File: config.mk
export PLATFORM = sky130hd
export DESIGN_NAME = led_blink_arbiter_flat
export DESIGN_NICKNAME = d
export VERILOG_FILES = /design/src/rtl/led_pkg.sv /design/src/rtl/led_blink_arbiter_if.sv /design/src/rtl/led_tick_gen.sv /design/src/rtl/led_blink_arbiter.sv /design/src/flat_wrapper.sv
export SDC_FILE = /design/constraint.sdc
export NUM_CORES = 1
export LEC_CHECK = 0
export ABC_AREA = 1
export CELL_PAD_IN_SITES_DETAIL_PLACEMENT = 2
export CELL_PAD_IN_SITES_GLOBAL_PLACEMENT = 2
export CORE_MARGIN = 8
export CORE_UTILIZATION = 33
export DETAILED_ROUTE_END_ITERATION = 8
export PLACE_DENSITY_LB_ADDON = 0.3
export SETUP_SLACK_MARGIN = 0.1
export SLEW_MARGIN = 20
export SYNTH_ARGS = -nofsm -noshare
export SYNTH_HDL_FRONTEND = slang
export SYNTH_HIERARCHICAL = 1
export SYNTH_SLANG_ARGS = --single-unit
File: constraint.sdc
create_clock -name CLOCK_50 -period 3.7 [get_ports CLOCK_50]
set_input_delay 0.74 -clock CLOCK_50 [delete_from_list [all_inputs] [get_ports CLOCK_50]]
set_output_delay 0.74 -clock CLOCK_50 [all_outputs]
set_load 0.02 [all_outputs]
File: src/rtl/led_pkg.sv
// rtl/led_pkg.sv - shared types, widths and helpers for the LED blink blocks
// Contents:
//   led_state_t : blink sequencer state (2 bits)
//   CODE_W      : width of one requester's blink count
//   clog2()     : counter width for a given modulus (never less than 1)
package led_pkg;

    typedef enum logic [1:0] {
        ST_IDLE = 2'd0,
        ST_ON   = 2'd1,
        ST_OFF  = 2'd2,
        ST_GAP  = 2'd3
    } led_state_t;

    localparam int CODE_W = 4;

    // Bits needed to hold 0..v-1; clamped to 1 so degenerate moduli still
    // give a legal vector width.
    function automatic int clog2(input int v);
        int r;
        r = 0;
        while ((1 << r) < v) begin
            r = r + 1;
        end
        if (r < 1) begin
            r = 1;
        end
        return r;
    endfunction

endpackage

File: src/rtl/led_blink_arbiter_if.sv
// rtl/led_blink_arbiter_if.sv - requester/LED bundle for the blink arbiter
// Signals:
//   req   : level request, bit i = requester i
//   code  : blink count for requester i at [4i+3:4i]
//   LED   : registered LED drive, 1 = lit
//   grant : one-hot owner of the LED, 0 when idle
//   busy  : high while a code is playing
//   done  : one-cycle pulse when a grant ends
// Modports: master = requester side, slave = arbiter side.
interface led_blink_arbiter_if #(
    parameter int N_REQ = 4
);
    import led_pkg::*;

    logic [N_REQ-1:0]        req;
    logic [CODE_W*N_REQ-1:0] code;
    logic                    LED;
    logic [N_REQ-1:0]        grant;
    logic                    busy;
    logic                    done;

    modport master (
        output req, code,
        input  LED, grant, busy, done
    );

    modport slave (
        input  req, code,
        output LED, grant, busy, done
    );

endinterface

File: src/rtl/led_tick_gen.sv
// rtl/led_tick_gen.sv - prescaler producing one tick every CLK_DIV cycles
// Ports:
//   CLOCK_50 : system clock
//   reset    : synchronous, active-high
//   clear    : synchronous restart of the count at 0
//   tick     : high for the last cycle of each CLK_DIV-cycle period
module led_tick_gen
    import led_pkg::*;
#(
    parameter int CLK_DIV = 5000
) (
    input  logic CLOCK_50,
    input  logic reset,
    input  logic clear,
    output logic tick
);

    localparam int CNT_W = clog2(CLK_DIV);

    logic [CNT_W-1:0] cnt;

    assign tick = (cnt == CNT_W'(CLK_DIV - 1));

    always_ff @(posedge CLOCK_50) begin
        if (reset || clear) begin
            cnt <= '0;
        end else if (tick) begin
            cnt <= '0;
        end else begin
            cnt <= cnt + 1'b1;
        end
    end

endmodule

File: src/rtl/led_blink_arbiter.sv
// rtl/led_blink_arbiter.sv - round-robin sharing of one LED for blink codes
// Ports:
//   CLOCK_50 : system clock, all logic on posedge
//   reset    : synchronous, active-high
//   bus      : slave side of led_blink_arbiter_if (req/code in,
//              LED/grant/busy/done out, all outputs registered)
module led_blink_arbiter
    import led_pkg::*;
#(
    parameter int CLK_DIV   = 5000,
    parameter int GAP_TICKS = 4,
    parameter int N_REQ     = 4
) (
    input  logic                 CLOCK_50,
    input  logic                 reset,
    led_blink_arbiter_if.slave   bus
);

    localparam int PTR_W = clog2(N_REQ);
    localparam int GAP_W = clog2(GAP_TICKS + 1);

    led_state_t        state_q, state_d;
    logic [CODE_W-1:0] remaining_q, remaining_d;
    logic [GAP_W-1:0]  gap_q, gap_d;
    logic [PTR_W-1:0]  rr_q, rr_d;
    logic              led_q, led_d;
    logic [N_REQ-1:0]  grant_q, grant_d;
    logic              busy_q, busy_d;
    logic              done_q, done_d;

    logic              tick;
    logic              found;
    logic [PTR_W-1:0]  winner;
    logic [CODE_W-1:0] win_code;

    // Holding the prescaler at 0 throughout IDLE means the first phase of a
    // grant starts from a fresh count, so every phase is exactly CLK_DIV long.
    led_tick_gen #(
        .CLK_DIV (CLK_DIV)
    ) u_tick (
        .CLOCK_50 (CLOCK_50),
        .reset    (reset),
        .clear    (state_q == ST_IDLE),
        .tick     (tick)
    );

    // First set request at or above rr_q, wrapping past the top index.
    always_comb begin
        int idx;
        found  = 1'b0;
        winner = '0;
        idx    = 0;
        for (int i = 0; i < N_REQ; i++) begin
            idx = int'(rr_q) + i;
            if (idx >= N_REQ) begin
                idx = idx - N_REQ;
            end
            if (!found && bus.req[idx]) begin
                found  = 1'b1;
                winner = PTR_W'(idx);
            end
        end
    end

    assign win_code = bus.code[int'(winner)*CODE_W +: CODE_W];

    always_ff @(posedge CLOCK_50) begin
        if (reset) begin
            state_q     <= ST_IDLE;
            remaining_q <= '0;
            gap_q       <= '0;
            rr_q        <= '0;
            led_q       <= 1'b0;
            grant_q     <= '0;
            busy_q      <= 1'b0;
            done_q      <= 1'b0;
        end else begin
            state_q     <= state_d;
            remaining_q <= remaining_d;
            gap_q       <= gap_d;
            rr_q        <= rr_d;
            led_q       <= led_d;
            grant_q     <= grant_d;
            busy_q      <= busy_d;
            done_q      <= done_d;
        end
    end

    always_comb begin
        state_d     = state_q;
        remaining_d = remaining_q;
        gap_d       = gap_q;
        rr_d        = rr_q;
        led_d       = led_q;
        grant_d     = grant_q;
        busy_d      = busy_q;
        done_d      = 1'b0;

        unique case (state_q)
            ST_IDLE: begin
                led_d   = 1'b0;
                grant_d = '0;
                busy_d  = 1'b0;
                if (found) begin
                    remaining_d = win_code;
                    grant_d     = N_REQ'(1) << winner;
                    busy_d      = 1'b1;
                    rr_d        = (winner == PTR_W'(N_REQ - 1)) ? '0 : winner + 1'b1;
                    gap_d       = '0;
                    // A zero code still owns the LED for the dark gap.
                    if (win_code != '0) begin
                        state_d = ST_ON;
                        led_d   = 1'b1;
                    end else begin
                        state_d = ST_GAP;
                    end
                end
            end
            ST_ON: begin
                if (tick) begin
                    state_d     = ST_OFF;
                    led_d       = 1'b0;
                    remaining_d = remaining_q - 1'b1;
                end
            end
            ST_OFF: begin
                if (tick) begin
                    if (remaining_q != '0) begin
                        state_d = ST_ON;
                        led_d   = 1'b1;
                    end else begin
                        state_d = ST_GAP;
                        gap_d   = '0;
                    end
                end
            end
            ST_GAP: begin
                if (tick) begin
                    if (gap_q == GAP_W'(GAP_TICKS - 1)) begin
                        state_d = ST_IDLE;
                        grant_d = '0;
                        busy_d  = 1'b0;
                        done_d  = 1'b1;
                    end else begin
                        gap_d = gap_q + 1'b1;
                    end
                end
            end
            default: begin
                state_d = ST_IDLE;
            end
        endcase
    end

    assign bus.LED   = led_q;
    assign bus.grant = grant_q;
    assign bus.busy  = busy_q;
    assign bus.done  = done_q;

endmodule
File: src/flat_wrapper.sv
// flat-port wrapper written by rule: the top's interface ports become plain ports
module led_blink_arbiter_flat import led_pkg::*;
#(
    parameter int CLK_DIV   = 5000,
    parameter int GAP_TICKS = 4,
    parameter int N_REQ     = 4
)
  (CLOCK_50, reset, bus_req, bus_code, bus_LED, bus_grant, bus_busy, bus_done);
  led_blink_arbiter_if #(.N_REQ(N_REQ)) bus_i ();
  input  logic CLOCK_50;
  input  logic reset;
  input wire logic [$bits(bus_i.req)-1:0] bus_req;
  input wire logic [$bits(bus_i.code)-1:0] bus_code;
  output wire logic [$bits(bus_i.LED)-1:0] bus_LED;
  output wire logic [$bits(bus_i.grant)-1:0] bus_grant;
  output wire logic [$bits(bus_i.busy)-1:0] bus_busy;
  output wire logic [$bits(bus_i.done)-1:0] bus_done;
  assign bus_i.req = bus_req;
  assign bus_i.code = bus_code;
  assign bus_LED = bus_i.LED;
  assign bus_grant = bus_i.grant;
  assign bus_busy = bus_i.busy;
  assign bus_done = bus_i.done;
  led_blink_arbiter #(.CLK_DIV(CLK_DIV), .GAP_TICKS(GAP_TICKS), .N_REQ(N_REQ)) u_core (.CLOCK_50(CLOCK_50), .reset(reset), .bus(bus_i));
endmodule
======== Word level (Yosys, flattened, before mapping) ========
Cells that the tools add are included.
word-level totals
  bits in registers ....................... 31
  input port bits ......................... 22
  output and inout port bits .............. 7
  logic and storage cells ................. 125
operators by class
  add/subtract/negate cells ............... 11
  magnitude comparators ................... 8
  eq/ne operators ......................... 14
  shift-type cells ........................ 2
  multiplexer cells ....................... 57
  bitwise operators ....................... 2
  reductions and logical operators ........ 22
operator list
  operator                                                             number
  < comparator 32 x 4 -> 1 bit (second input constant)                 4
  2-to-1 mux 32 bit                                                    4
  greater-or-equal comparator 32 x 4 -> 1 bit (second input constant)  3
  subtractor 32 x 4 -> 32 bit (second input constant)                  3
  2-to-1 mux 2 bit                                                     12
  2-to-1 mux 1 bit                                                     21
  2-to-1 mux 4 bit                                                     5
  one-hot mux 4 bit (2 select lines)                                   2
  variable part select 16 x 5 -> 4 bit                                 1
  2-to-1 mux 3 bit                                                     5
  adder 13 x 1 -> 13 bit (second input constant)                       1
  equality test 13 bit (second input constant)                         1
  != test 2 x 1 -> 1 bit (second input constant)                       6
  one-hot mux 3 bit (3 select lines)                                   1
  binary-select mux 1 bit (select 2 bit)                               4
  one-hot mux 2 bit (4 select lines)                                   1
  nonzero test 4 bit                                                   2
  adder 2 x 2 -> 3 bit (second input constant)                         2
  equality test 2 bit (second input constant)                          3
  AND reduction 3 bit                                                  2
  AND reduction 6 bit                                                  1
  nonzero test 3 bit                                                   2
  AND reduction 5 bit                                                  1
  != test 2 bit (second input constant)                                2
  other kinds (21)                                                     27

======== Logic depth before layout (Yosys ltp) ========
  word-level depth ........................ 20
  gate-level depth with buffers ........... 19
  depth with buffers taken out ............ 18

======== Modules after synthesis ========
The synthesis kept the hierarchy.
modules (own cells, without submodules)
  module             instances  cells an instance  area each (sq um)  sequential area each (sq um)
  led_blink_arbiter  1          245                1594.0             360.3
  led_tick_gen       1          94                 651.9              260.2

======== Worst setup path before layout ========
OpenSTA, ideal clock, no wires.
  path kind ............................... input to register
  start point ............................. input bus_req[3]
  end point ............................... register u_core.rr_q[1]
  library setup time ...................... 0.119 ns
  arrival time ............................ 1.994 ns
  required time ........................... 3.581 ns
  setup slack ............................. 1.586 ns
  cell stages on the path ................. 11
  buffers on the path ..................... 0
  cell sequence ........................... inv_1 -> nand2_1 -> nand3_1 -> nand2_2 -> nor2_8 -> nand3_4 -> nand3_4 -> inv_2 -> ha_1 -> o21ai_0 -> a21oi_1
between the ends
  longest elaborated chain between the ends .. 15
  elaborated cells between the ends (all ways) .. 30
  those cells by class .................... add/sub (1); eq/ne (1); mux (21); reduce/logical (7)
RTL lines
  item                                                                RTL line                  text
  from (decl)                                                         flat_wrapper.sv:12        input wire logic [$bits(bus_i.req)-1:0] bus_req;
  binary-select mux 1 bit (select 2 bit)                              led_blink_arbiter.sv:58   if (!found && bus.req[idx]) begin
  2-to-1 mux 1 bit (not written as such) (2 in series)                led_blink_arbiter.sv:58
  2-to-1 mux 1 bit                                                    led_blink_arbiter.sv:58
  zero test 1 bit                                                     led_blink_arbiter.sv:58
  logical AND 1 bit                                                   led_blink_arbiter.sv:58
  2-to-1 mux 1 bit                                                    led_blink_arbiter.sv:58
  zero test 1 bit                                                     led_blink_arbiter.sv:58
  logical AND 1 bit                                                   led_blink_arbiter.sv:58
  2-to-1 mux 1 bit                                                    led_blink_arbiter.sv:58
  zero test 1 bit                                                     led_blink_arbiter.sv:58
  logical AND 1 bit                                                   led_blink_arbiter.sv:58
  2-to-1 mux 2 bit                                                    led_blink_arbiter.sv:58
  adder 2 x 1 -> 2 bit / equality test 2 bit (equally long branches)  led_blink_arbiter.sv:108  rr_d = (winner == PTR_W'(N_REQ - 1)) ? '0 : winner + 1'b1;
  2-to-1 mux 2 bit                                                    led_blink_arbiter.sv:108
  to (signal assigned)                                                led_blink_arbiter.sv:81   rr_q <= rr_d;
  to (decl)                                                           led_blink_arbiter.sv:25   logic [PTR_W-1:0] rr_q, rr_d;
Several ways; a longest one is shown, not always the timed one. The select of a mux whose other input is x is not followed.
A chain may end at the register's enable or synchronous reset.

======== Worst setup path after layout ========
  start point ............................. input bus_req[3]
  end point ............................... register u_core.led_q, in the netlist u_core/bus.LED
between the ends
  longest elaborated chain between the ends .. 18
  elaborated cells between the ends (all ways) .. 31
  those cells by class .................... shift (1); mux (23); reduce/logical (7)
RTL lines
  item                                                  RTL line                  text
  binary-select mux 1 bit (select 2 bit)                led_blink_arbiter.sv:58
  2-to-1 mux 1 bit (not written as such) (2 in series)  led_blink_arbiter.sv:58
  2-to-1 mux 1 bit                                      led_blink_arbiter.sv:58
  zero test 1 bit                                       led_blink_arbiter.sv:58
  logical AND 1 bit                                     led_blink_arbiter.sv:58
  2-to-1 mux 1 bit                                      led_blink_arbiter.sv:58
  zero test 1 bit                                       led_blink_arbiter.sv:58
  logical AND 1 bit                                     led_blink_arbiter.sv:58
  2-to-1 mux 1 bit                                      led_blink_arbiter.sv:58
  zero test 1 bit                                       led_blink_arbiter.sv:58
  logical AND 1 bit                                     led_blink_arbiter.sv:58
  2-to-1 mux 2 bit                                      led_blink_arbiter.sv:58
  variable part select 16 x 5 -> 4 bit                  led_blink_arbiter.sv:65   assign win_code = bus.code[int'(winner)*CODE_W +: CODE_W];
  nonzero test 4 bit                                    led_blink_arbiter.sv:111  if (win_code != '0) begin
  2-to-1 mux 1 bit                                      led_blink_arbiter.sv:111
  2-to-1 mux 1 bit *                                    led_blink_arbiter.sv:104  if (found) begin
  one-hot mux 1 bit (3 select lines) *                  led_blink_arbiter.sv:99   unique case (state_q)
  to (signal assigned)                                  led_blink_arbiter.sv:82   led_q <= led_d;
  to (decl)                                             led_blink_arbiter.sv:26   logic led_q, led_d;
Mark *: on every way between the ends. The rest lies on a longest branch, timed or not. The select of a mux whose other input is x is not followed.

==> load_flow_metrics.sql <==
INSERT INTO impl_metrics (metric_group, metric, value, unit) VALUES
('run', 'timing.max_cap.violations', '0', ''),
('timing', 'worst-slew-pin-transition', '0.582', 'ns'),
('timing', 'final_period_minus_worst_setup_slack', '2.52', 'ns'),
('grt', 'globalRouteMet1Util', '0.170', ''),
('finish', 'layout.cells.most_common_list', 'nand2_1, inv_1, dfxtp_1', ''),
('worst_setup_path', 'setup.worst_path.start_class', 'input pin', ''),
('worst_setup_path', 'critical_path.max_fanout', '11', ''),
('place', 'port_buffers', '28', ''),
('timing', 'clock-skew-final', '0.00133', 'ns'),
('grt', 'global_route_total_overflow', '0', ''),
('power_and_ir_drop', 'vdd_drop_max', '0.345', 'mV'),
('grt', 'first_global_vias', '2511', ''),
('finish', 'diodes', '0', ''),
('worst_setup_path', 'critPathBufInv', '2', ''),
('clocking', 'clkSlewWorstSetupHoldPaths', '0.07', 'ns'),
('synthesis', 'synthesis.nets', '374', ''),
('timing', 'hold_violations', '0', ''),
('clocking', 'tritoncts_clock_tree', 'done', ''),
('worst_setup_path', 'setup.worst_path.class', 'input pin to flop', ''),
('power_and_ir_drop', 'powerDensity', '799', 'nW/µm²'),
('synthesis', 'yosysTopAreaCell', 'dfxtp_1', ''),
('drt', 'detail_route.drc_violations', '0', ''),
('timing', 'slew_viol_final', '0', ''),
('drt', 'num_vias', '2265', ''),
('clocking', 'post_cts.resized_instances', '0', ''),
('grt', 'grt-busiest-layer', 'met2', ''),
('place', 'hpwlAfterDp', '5.29', 'mm'),
('clocking', 'cts_hold_repair.buffers', '0', ''),
('grt', 'grt_antenna_before_repair', '0', ''),
('clocking', 'total_number_of_h_tree_levels', '2', ''),
('synthesis', 'synth.top_cells.by_area', 'dfxtp_1, nand2_1, inv_1', ''),
('worst_setup_path', 'critical-path-top-delay-family', 'simple AND/OR/NAND/NOR gates', ''),
('worst_setup_path', 'critPathMaxStageDelay', '0.41', 'ns'),
('grt', 'grt_pass1_wl', '11.8', 'mm'),
('synthesis', 'ys.warnings.count', '6', ''),
('floorplan', 'die-height', '98.5', 'µm'),
('worst_setup_path', 'worstPathArrival', '2.69', 'ns'),
('power_and_ir_drop', 'power.static_leakage', '1.21', 'nW'),
('clocking', 'worstSkewPairLatency', '0.28', 'ns'),
('worst_setup_path', 'critical_path_cell_list', 'clkdlybuf4s50_1 -> inv_1 -> nand2_1 -> nand3_1 -> nand2_2 -> nor2_8 -> nand3_4 -> nand3_4 -> nand2_1 -> nand3_1 -> nand2_2 -> nor2_2 -> nand2_1 -> nand2_1 -> a21oi_1', ''),
('grt', 'met2_usage', '0.261', ''),
('timing', 'timing.final.setup_violations', '0', ''),
('clocking', 'clockRootBuffer', 'clkbuf_8', ''),
('place', 'place.gp.congestion', '0.817', ''),
('timing', 'timing.final.crit_share', '0.681', ''),
('drt', 'drt-wirelength-per-cell', '15.0', 'µm'),
('finish', 'final_cell_area', '2680', 'µm²'),
('finish', 'mostFrequentLayoutCell', 'nand2_1', ''),
('worst_setup_path', 'critPathRequiredTime', '3.87', 'ns'),
('finish', 'area_growth', '19.4', '%'),
('floorplan', 'die_area', '9700', 'µm²'),
('floorplan', 'io_pins', '29', ''),
('grt', 'groute.usage.overall', '0.148', ''),
('synthesis', 'synth_top_area_frac', '0.276', ''),
('clocking', 'cts_inserted_buffers', '5', ''),
('worst_setup_path', 'critical_path_s_slowest_cell', 'clkdlybuf4s50_1', ''),
('drt', 'drt.antenna.violating_nets', '0', ''),
('status', 'status', 'completed', ''),
('finish', 'layout-drive-gt1-share', '0.137', ''),
('power_and_ir_drop', 'totalPowerFinal', '2.14', 'mW'),
('floorplan', 'initial_utilization', '0.336', ''),
('min_path', 'min_path_type', 'flop to flop', ''),
('worst_setup_path', 'endpoint_kind', 'flop', ''),
('drt', 'route.detailed.vias_per_inst', '5.01', ''),
('floorplan', 'placementRows', '30', ''),
('clocking', 'cts.sink_count', '31', ''),
('synthesis', 'post_synth.cell_area_avg', '6.63', 'µm²'),
('drt', 'firstDrtPassIters', '3', ''),
('timing', 'setup_repair_after_global_routing_missed_its_margin', 'false', ''),
('timing', 'setup_total_negative_slack', '0', 'ns'),
('synthesis', 'mapped_cells', '339', '');
==> layer usage <==
layer  share of wire  wire length (µm)  up-vias
met2            0.50              3390       37
met5               0                 0        -
li1                -                 -     1141
met4           0.018               121        0
met3           0.030               200       10
met1            0.45              3060     1077
==> state kept, by name, summed over array words and instances, names as in the netlist <==
register / cells
u_core/bus.LED: 1
u_core/bus.busy: 1
u_core/bus.done: 1
u_core/bus.grant: 4
u_core/gap_q: 3
u_core/remaining_q: 4
u_core/rr_q: 2
u_core/state_q: 2
u_core/u_tick/cnt: 13
==> cell type report <==
| type | instances | area [µm²] |
|---|---|---|
| Fill cell | 842 | 4000 |
| Multi-Input combinational cell | 244 | 1360 |
| Sequential cell | 31 | 621 |
| Timing Repair Buffer | 28 | 280 |
| Inverter | 61 | 236 |
| Tap cell | 80 | 100 |
| Clock buffer | 7 | 76.3 |
| Clock inverter | 1 | 5.00 |
==> cell families after synthesis <==
family / synth area share
and+or+nand+nor: 0.398
buffers and inverters: 0.117
AOI/OAI and AO/OA: 0.113
DFF: 0.276
adders and majority gates: 0.0724
xor gates and xnor gates: 0.0234
==> final timing paths <==
path                           to  cells past startpoint                 start  slack, ns
min          u_core/u_tick/cnt[0]                      1  u_core/u_tick/cnt[0]       0.46
min reg2reg  u_core/u_tick/cnt[0]                      1  u_core/u_tick/cnt[0]       0.46
max                u_core/bus.LED                     15            bus_req[3]       1.18
max reg2reg        u_core/bus.LED                     15        u_core/rr_q[0]       1.35
==> cells in the mapped netlist <==
library cell / n
xor2_1: 5
nor2_8: 1
nand2_1: 86
inv_2: 10
nand3_2: 6
inv_8: 1
a21oi_1: 25
nand3b_1: 1
o21ai_1: 6
a31oi_1: 3
buf_6: 2
nand3_4: 3
nand4_1: 10
nand2_4: 2
o21ai_0: 9
inv_1: 50
nand3_1: 20
nand2_2: 14
a2111oi_0: 1
ha_1: 13
or2_2: 1
a211oi_1: 1
nor2_2: 6
nor4_1: 1
o21bai_1: 1
nor2_4: 1
clkbuf_1: 1
o211a_1: 1
nor2_1: 26
dfxtp_1: 31
xnor2_1: 1
==> where the power goes <==
part	leakage [nW]	switching, mW	internal [mW]
clock	0.0422	0.129	0.132
sequential	0.253	0.0757	0.408
combinational	0.912	0.929	0.468
==> through the flow <==
step                cells   util  hold WS [ns]  worst slack (ns)
floorplan             339      -         0.430              1.59
detailed placement    444  0.389         0.451             0.878
global route          452  0.401         0.496             0.945
CTS                   452  0.401         0.466              1.18
global placement      444  0.389         0.444             0.922
finish                452  0.401         0.458              1.18
Note: power is estimated with default switching activity, not from simulation.
